--- config.mk ---
export PLATFORM = sky130hd
export DESIGN_NAME = md_unit
export DESIGN_NICKNAME = d
export VERILOG_FILES = /design/src/rtl/md_unit.sv
export SDC_FILE = /design/constraint.sdc
export NUM_CORES = 1
export LEC_CHECK = 0
export CAP_MARGIN = 0
export CORE_UTILIZATION = 30
export DETAILED_ROUTE_END_ITERATION = 12
export GPL_TIMING_DRIVEN = 0
export PLACE_DENSITY = 0.44
export SLEW_MARGIN = 15
export SYNTH_ARGS = -nofsm -noshare
export SYNTH_HDL_FRONTEND = slang
export SYNTH_SLANG_ARGS = --single-unit
--- constraint.sdc ---
create_clock -name clk -period 9.18 [get_ports clk]
set_input_delay 0.918 -clock clk [delete_from_list [all_inputs] [get_ports clk]]
set_output_delay 0.918 -clock clk [all_outputs]
set_load 0.02 [all_outputs]
--- src/rtl/md_unit.sv ---
// Iterative HI/LO multiply/divide unit for the EX stage: shift-add multiply and
// restoring divide, one bit per cycle, with MTHI/MTLO writes while idle.
module md_unit #(
  parameter int ITERS = 32
) (
  input  logic        clk,
  input  logic        reset,
  input  logic        start,
  input  logic [1:0]  op,
  input  logic [31:0] opa,
  input  logic [31:0] opb,
  input  logic        mthi,
  input  logic        mtlo,
  input  logic        flush,
  output logic        busy,
  output logic        done,
  output logic [31:0] hi,
  output logic [31:0] lo
);

  typedef enum logic [1:0] {IDLE, RUN, FIX} state_t;

  state_t      state_q, state_d;
  logic [5:0]  cnt_q, cnt_d;
  logic [63:0] acc_q, acc_d;
  logic [31:0] b_q, b_d;
  logic        is_div_q, is_div_d;
  logic        sa_q, sa_d;
  logic        sb_q, sb_d;
  logic        div0_q, div0_d;
  logic [31:0] hi_q, hi_d;
  logic [31:0] lo_q, lo_d;
  logic        done_q, done_d;

  logic [31:0] mag_a, mag_b;
  logic [32:0] mul_sum;
  logic [32:0] div_shift;
  logic        div_borrow;
  logic [31:0] div_rem;
  logic [63:0] prod_fix;
  logic [31:0] quo_fix, rem_fix;

  // Multiply: acc holds {partial sum, multiplier}; divide: acc holds {remainder, dividend/quotient}.
  always_comb begin
    mul_sum    = {1'b0, acc_q[63:32]} + (acc_q[0] ? {1'b0, b_q} : 33'd0);
    div_shift  = acc_q[63:31];
    div_borrow = div_shift < {1'b0, b_q};
    div_rem    = 32'(div_shift - {1'b0, b_q});
    prod_fix   = (sa_q ^ sb_q) ? 64'(-acc_q) : acc_q;
    // A zero divisor leaves the dividend magnitude as remainder; re-signing it restores opa.
    quo_fix    = ((sa_q ^ sb_q) && !div0_q) ? 32'(-acc_q[31:0]) : acc_q[31:0];
    rem_fix    = sa_q ? 32'(-acc_q[63:32]) : acc_q[63:32];
    sa_d       = ~op[0] & opa[31];
    sb_d       = ~op[0] & opb[31];
    mag_a      = sa_d ? 32'(-opa) : opa;
    mag_b      = sb_d ? 32'(-opb) : opb;
  end

  always_comb begin
    state_d  = state_q;
    cnt_d    = cnt_q;
    acc_d    = acc_q;
    b_d      = b_q;
    is_div_d = is_div_q;
    div0_d   = div0_q;
    hi_d     = hi_q;
    lo_d     = lo_q;
    done_d   = 1'b0;
    case (state_q)
      IDLE: begin
        if (start && !flush) begin
          state_d  = RUN;
          cnt_d    = 6'(ITERS);
          is_div_d = op[1];
          div0_d   = op[1] && (opb == 32'd0);
          acc_d    = {32'd0, op[1] ? mag_a : mag_b};
          b_d      = op[1] ? mag_b : mag_a;
        end else begin
          if (mthi) hi_d = opa;
          if (mtlo) lo_d = opa;
        end
      end
      RUN: begin
        if (flush) begin
          state_d = IDLE;
        end else begin
          if (is_div_q)
            acc_d = div_borrow ? {div_shift[31:0], acc_q[30:0], 1'b0}
                               : {div_rem, acc_q[30:0], 1'b1};
          else
            acc_d = {mul_sum, acc_q[31:1]};
          cnt_d = cnt_q - 6'd1;
          if (cnt_q == 6'd1) state_d = FIX;
        end
      end
      FIX: begin
        state_d = IDLE;
        if (!flush) begin
          done_d = 1'b1;
          if (is_div_q) begin
            hi_d = rem_fix;
            lo_d = quo_fix;
          end else begin
            hi_d = prod_fix[63:32];
            lo_d = prod_fix[31:0];
          end
        end
      end
      default: state_d = IDLE;
    endcase
  end

  // sa_q/sb_q only load on an accepted start so they stay valid through FIX.
  always_ff @(posedge clk) begin
    if (reset) begin
      state_q  <= IDLE;
      cnt_q    <= 6'd0;
      acc_q    <= 64'd0;
      b_q      <= 32'd0;
      is_div_q <= 1'b0;
      sa_q     <= 1'b0;
      sb_q     <= 1'b0;
      div0_q   <= 1'b0;
      hi_q     <= 32'd0;
      lo_q     <= 32'd0;
      done_q   <= 1'b0;
    end else begin
      state_q  <= state_d;
      cnt_q    <= cnt_d;
      acc_q    <= acc_d;
      b_q      <= b_d;
      is_div_q <= is_div_d;
      div0_q   <= div0_d;
      hi_q     <= hi_d;
      lo_q     <= lo_d;
      done_q   <= done_d;
      if (state_q == IDLE && start && !flush) begin
        sa_q <= sa_d;
        sb_q <= sb_d;
      end
    end
  end

  assign busy = (state_q != IDLE);
  assign done = done_q;
  assign hi   = hi_q;
  assign lo   = lo_q;

endmodule
==> results by group, run 1 <==
Outcome
  • Outcome: finished, final reports clean

Cells and area
  • Fillers: 5160
  • Share of cells above drive strength 1: 0.0401
  • Area Overhead vs Synth: 18.5%
  • Diodes inserted: 0
  • Layout Nets: roughly 2300
  • Layout Cells excl Fill: approximately 2800
  • Fin area: 0.0172 mm^2

Synth
  • Sequential share of the synthesized area: 0.238
  • Largest area contributor in the synthesized netlist: dfxtp_1
  • Post-Synth Simple-Gate Area: 0.220
  • Count leader, synth: nor2_1
  • Adder-Cell Fraction of Synth Area: 0.0630
  • Syn_area_per_cell: 7.27 um^2
  • Synthesized flop and latch total: 173
  • Ys Warns: 0
  • Post-synth top area share: 0.238
  • Compound-Gate Fraction of Synth Area: 0.278
  • Dominant cells by area after synthesis: dfxtp_1 (24%), a21oi_1 (8.6%), nor2_1 (7.1%), ha_1 (6.0%), xnor2_1 (5.8%)
  • Mux cell area share after synthesis: 0.0426
  • Library cells used by synthesis: just under 90
  • Synthesized instance count: 2000
  • Post-Synth XOR/XNOR Area: 0.104
  • Top_reg_cell synth: dfxtp_1
  • Most frequent cells after synthesis: nor2_1 (274), a21oi_1 (251), nand2_1 (185), dfxtp_1 (173)
  • Post-Syn Area: 0.0145 mm^2
  • Largest family of logic cells by synthesized area: compound AO/OA/AOI/OAI gates
  • FFs w/ async S/R, synth: 0
  • Post-Syn Nets: approximately 2100
  • Post-synth EDFFs: 0

Critical path
  • Crit-path max cell delay: 0.50 ns
  • Setup slack, reg-to-reg: approximately 4.8 ns
  • Nature of the critical path startpoint: flop
  • R2R Path Start: acc_q[0]
  • Kind of critical path: reg2reg
  • Slowest-stage cell, CP: a41oi_1
  • Worst Path Max Fanout: 10
  • Worst endpoint required time: 9.57 ns
  • Cell depth of the worst flop-to-flop path: 13
  • Crit end category: flop
  • Reg-to-Reg End: acc_q[61]
  • Number of buffers and inverters on the critical path: 2
  • WP data arrival: around 4.8 ns
  • Crit-path cells: inv_1 > clkbuf_1 > nor2_1 > ha_1 > a21o_1 > a311o_1 > a221oi_1 > o2111ai_1 > a41oi_1 > a21oi_1 > xnor2_1 > nor3_1 > a221o_1
  • Largest delay share family, worst path: compound AO/OA/AOI/OAI gates

Timing
  • Slew margin rel.: 0.360
  • Period minus WS final: roughly 4.4 ns
  • Final Hold Fails: 0
  • Setup-failing EPs final: 0
  • Fmax: 228 MHz
  • Final worst path period share: 0.479
  • Fin Hold WS: ~0.45 ns
  • Clock Skew: approximately 0.017 ns
  • RSZ-0062 raised after global routing: false
  • Setup tns final: 0 ns
  • Max-slew violation count: 0
  • Worst Max-Slew Pin Slew: ~0.95 ns

CTS
  • Cts repair resizes: 0
  • CTS H-tree depth: 4
  • Worst skew pair latency: ~0.50 ns
  • Sink Count: approximately 170
  • CTS Buffer Depth: 2
  • Root buffer cell: clkbuf_16
  • Hold buffers post-CTS: 0
  • CTS Buf Count: 17
  • Clock transition at path regs: about 0.08 ns
  • Number of setup buffers added after CTS: 0
  • CTS tree: built

Die
  • Num rows: 80
  • Starting density of the core: 0.304
  • Die X: between 200 and 250 um
  • Placeable Area: roughly 0.048 mm^2
  • Die height: 222 um
  • Die area: approximately 0.049 mm^2
  • # IOs: roughly 140

Worst hold path
  • Min-delay src: hi[21]
  • WHS Endpoint: hi[21]
  • Hold Path Depth: 2
  • Hold Path Class: reg2reg

Global route
  • First-pass GRT wire length: 105 mm
  • GRT overflow: 0
  • GRT Total Usage: 0.291
  • Largest net degree at the start of global routing: 17
  • Antenna violations before repair: 4
  • Vias in the first global route: 15414

Job
  • Maxcap violations: 0

Placement
  • # placed instances: between 2000 and 3000
  • GPL Wtd Cong: approximately 0.95
  • Port bufs: 136
  • Post-DP HPWL: just under 60 mm
  • Dpl cell area: around 0.017 mm^2

Detailed routing
  • Residual DRC count: 0
  • Vias post-DR: 16208
  • First-pass detailed-route iteration total: 6
  • Vias per std cell: slightly below 6
  • WL final: about 72 mm
  • Routed wire per std cell: ~26 um
  • Post-route ant nets: 0
  • Iter 0 DRT Violations: between 1000 and 1500

Pwr
  • Maximum vdd drop: around 0.16 mV
  • PwrDens: between 100 and 150 mW/mm^2
  • Lkg Pwr: roughly 0.0065 uW
[worst register-to-register path, delay by kind of cell (launching register included)]
kind	cells	cell delay (ns)
AOI/OAI and AO/OA	7	2.42
buffers and inverters	2	0.72
DFF	1	0.44
adders and majority gates	1	0.37
xor gates and xnor gates	1	0.18
and+or+nand+nor	2	0.16
[routing by layer]
layer / up-vias / share of wire / wire (um) / GRT usage
met5: - / 0 / 0 / 0
met2: 694 / 0.43 / 31100 / 0.440
met4: 0 / 0.036 / 2580 / 0.121
met3: 103 / 0.068 / 4890 / 0.0394
met1: 7886 / 0.47 / 33900 / 0.411
li1: 7525 / - / - / -
[where the power goes]
part,internal [uW],total (uW),switching (uW),leakage [uW]
logic,260,730,470,0.00485
registers,790,834,43.8,0.00141
clock network,390,759,369,0.000268
[cell usage in the layout (no fill, tap or decap), drive strengths merged, types with 54 or more instances in the layout]
master,Yosys,layout
inv,66,70
nor2,274,274
xnor2,97,97
clkdlybuf4s50,0,136
a21oi,253,253
xor2,76,76
clkbuf,103,124
mux2i,54,54
ha,70,70
o21ai,102,102
dfxtp,173,173
nand2,185,185
[cell type report]
type / instances / area [um^2] / share of cell area
Clock buffer: 21 / 460 / 0.0267
Clock inverter: 10 / 104 / 0.00603
Multi-Input combinational cell: 1629 / 10300 / 0.597
Sequential cell: 173 / 3460 / 0.201
Timing Repair Buffer: 136 / 1360 / 0.0790
Buffer: 132 / 536 / 0.0311
Tap cell: 615 / 769 / 0.0447
Inverter: 66 / 248 / 0.0144
[flip-flops by register name, summed over array words and instances, names as in the netlist]
| name | cells |
|---|---|
| div0_q | 1 |
| state_q | 2 |
| acc_q | 64 |
| sa_q | 1 |
| is_div_q | 1 |
| lo | 32 |
| b_q | 32 |
| done | 1 |
| hi | 32 |
| cnt_q | 6 |
| sb_q | 1 |
[cell families after synthesis]
group | Yosys count
flip-flops | 173
XOR/XNOR | 173
AO/OA/AOI/OAI | 637
AND/OR/NAND/NOR | 686
buffers and inverters | 198
multiplexers | 61
adder cells (fa/ha/maj) | 72
[stage by stage]
step / power [uW] / utilization / worst slack (ns)
detailed placement: 1560 / 0.349 / 4.47
global route: 2410 / 0.361 / 4.61
global placement: 1560 / 0.349 / 4.46
CTS: 2310 / 0.361 / 4.83
finish: 2320 / 0.361 / 4.79
floorplan: 1270 / - / 5.97
[how the worst max path moves through the flow]
stage,startpoint,to,slack [ns],cells after the start
2_1_floorplan,opa[1],acc_q[30],5.97,11
3_3_place_gp,opa[1],acc_q[30],4.46,12
3_5_place_dp,opa[1],acc_q[30],4.47,12
4_1_cts,acc_q[0],acc_q[61],4.83,13
5_1_grt,acc_q[0],acc_q[61],4.61,13
6_report,acc_q[0],acc_q[61],4.79,13
Note: power is estimated with default switching activity, not from simulation.
==> run 2: changes to the inputs <==
==> constraint.sdc (replaced) <==
create_clock -name clk -period 4.4 [get_ports clk]
set_input_delay 0.44 -clock clk [delete_from_list [all_inputs] [get_ports clk]]
set_output_delay 0.44 -clock clk [all_outputs]
set_load 0.02 [all_outputs]
==> results by group, run 2 (synthesized netlist as in run 1, its figures left out) <==
Critical path
  • Nature of the critical path startpoint: flop
  • Largest delay share family, worst path: compound AO/OA/AOI/OAI gates
  • Kind of critical path: reg2reg
  • Crit end category: flop
  • Worst endpoint required time: 4.79 ns (-4.78 ns)
  • Crit-path cells: inv_1 > clkbuf_2 > nor2_1 > ha_1 > a21o_1 > a311o_1 > a221oi_1 > o2111ai_1 > a41oi_2 > a21oi_1 > xnor2_1 > nor3_1 > a221o_1
  • WP data arrival: 4.56 ns (-0.22 ns)
  • Crit-path max cell delay: 0.57 ns (+0.07 ns)
  • Number of buffers and inverters on the critical path: 2 (unchanged)
  • Slowest-stage cell, CP: dfxtp_1
  • Worst Path Max Fanout: 10 (unchanged)

Detailed routing
  • Routed wire per std cell: 26.1 um (+0.14%)
  • WL final: 72.6 mm (+0.14%)
  • Post-route ant nets: 0 (unchanged)
  • Vias post-DR: 16158 (-0.31%)
  • Vias per std cell: 5.81 (-0.31%)
  • Iter 0 DRT Violations: 1422 (-0.97%)
  • Residual DRC count: 0 (unchanged)
  • First-pass detailed-route iteration total: 6 (unchanged)

CTS
  • Worst skew pair latency: 0.50 ns (about the same)
  • CTS Buf Count: 17 (unchanged)
  • Number of setup buffers added after CTS: 0 (unchanged)
  • Sink Count: 173 (unchanged)
  • CTS H-tree depth: 4 (unchanged)
  • Hold buffers post-CTS: 0 (unchanged)
  • CTS tree: built
  • CTS Buffer Depth: 2 (unchanged)
  • Root buffer cell: clkbuf_16
  • Clock transition at path regs: 0.08 ns (about the same)
  • Cts repair resizes: 0 (unchanged)

Placement
  • Port bufs: 136 (unchanged)
  • Dpl cell area: 0.0167 mm^2 (unchanged)
  • Post-DP HPWL: 58.7 mm (unchanged)
  • # placed instances: 2751 (unchanged)
  • GPL Wtd Cong: 0.947 (unchanged)

Pwr
  • Lkg Pwr: 0.00655 uW (+0.18%)
  • Maximum vdd drop: 0.339 mV (+110%)
  • PwrDens: 282 mW/mm^2 (+110%)

Die
  • Die area: 0.0493 mm^2 (unchanged)
  • Placeable Area: 0.0477 mm^2 (unchanged)
  • Die X: 222 um (unchanged)
  • Die height: 222 um (unchanged)
  • # IOs: 138 (unchanged)
  • Starting density of the core: 0.304 (unchanged)
  • Num rows: 80 (unchanged)

Cells and area
  • Most frequent cells in the layout: nor2_1 (274), a21oi_1 (251), nand2_1 (185)
  • Share of cells above drive strength 1: 0.0411 (+0.000923)
  • Diodes inserted: 0 (unchanged)
  • Top reg by flops: acc_q
  • Most common cell after layout, fill and taps aside: nor2_1
  • Fin area: 0.0172 mm^2 (+0.10%)
  • Layout Utilization: 0.361 (+0.000367)
  • Layout Cells excl Fill: 2782 (unchanged)
  • Fillers: 5165 (+0.097%)
  • Area Overhead vs Synth: 18.7%
  • Max FFs per register: 64 (unchanged)
  • Layout Nets: 2299 (unchanged)

Timing
  • Clock Skew: 0.0158 ns (-0.000992 ns)
  • Max-slew violation count: 0 (unchanged)
  • Final worst path period share: 0.946 (+0.468)
  • Slew margin rel.: 0.363 (+0.00314)
  • Worst Max-Slew Pin Slew: 0.952 ns (-0.00137 ns)
  • RSZ-0062 raised after global routing: false
  • Fmax: 240 MHz (+5.5%)
  • Setup-failing EPs final: 0 (unchanged)
  • Setup tns final: 0 ns (unchanged)
  • Final Hold Fails: 0 (unchanged)
  • Period minus WS final: 4.16 ns (-0.229 ns)

Worst hold path
  • Hold Path Class: reg2reg

Global route
  • First-pass GRT wire length: 105 mm (unchanged)
  • Largest net degree at the start of global routing: 17 (unchanged)
  • GRT overflow: 0 (unchanged)
  • Vias in the first global route: 15414 (unchanged)
  • Antenna violations before repair: 4 (unchanged)
  • GRT Total Usage: 0.291 (unchanged)

Job
  • Maxcap violations: 0 (unchanged)

Outcome
  • Outcome: finished, final reports clean
## run 2: cell counts in the layout (fill, tap and decap cells not counted)
Identical to the previous run, type by type.
## run 2: power breakdown
part	switching [uW]	internal, uW
logic	981	545
clock network	774	814
registers	92.9	1650
total	1850	3010
## run 2: worst reg2reg max path: stages (launching register included)
cell       delay [ns]
dfxtp_1          0.57
inv_1            0.25
clkbuf_2         0.26
nor2_1           0.15
ha_1             0.31
a21o_1           0.20
a311o_1          0.38
a221oi_1         0.49
o2111ai_1        0.39
a41oi_2          0.39
a21oi_1          0.18
xnor2_1          0.17
nor3_1           0.06
a221o_1          0.28
## run 2: metal layers
layer	vias up	GRT usage	part of all wire
met5	-	0	0
met3	105	0.0394	0.070
met2	686	0.440	0.43
met1	7852	0.411	0.46
met4	0	0.121	0.037
li1	7515	-	-
## run 2: per-stage QoR
| step | worst slack (ns) | total power [uW] | hold slack, ns |
|---|---|---|---|
| floorplan | 1.33 | 2650 | 0.432 |
| global placement | 0.0644 | 3260 | 0.435 |
| detailed placement | 0.0608 | 3260 | 0.439 |
| CTS | 0.0481 | 4830 | 0.450 |
| global route | 0.0630 | 5040 | 0.473 |
| finish | 0.236 | 4860 | 0.446 |
## run 2: final cells by class
cell class                 instances  area, um^2  share of cell area
sequential                       173        3460               0.201
inverter                          66         248              0.0144
clock inverter                    10         104             0.00602
tap                              615         769              0.0446
buffer                           132         537              0.0311
multi-input combinational       1629       10300               0.597
clock buffer                      21         460              0.0267
timing repair buffer             136        1360              0.0789
## run 2: worst paths after layout
| kind | start | cells past startpoint | end | slack [ns] |
|---|---|---|---|---|
| setup / recovery | acc_q[0] | 13 | acc_q[61] | 0.24 |
| hold / removal | hi[21] | 2 | hi[21] | 0.45 |
| setup reg to reg | acc_q[0] | 13 | acc_q[61] | 0.24 |
| hold reg to reg | hi[21] | 2 | hi[21] | 0.45 |
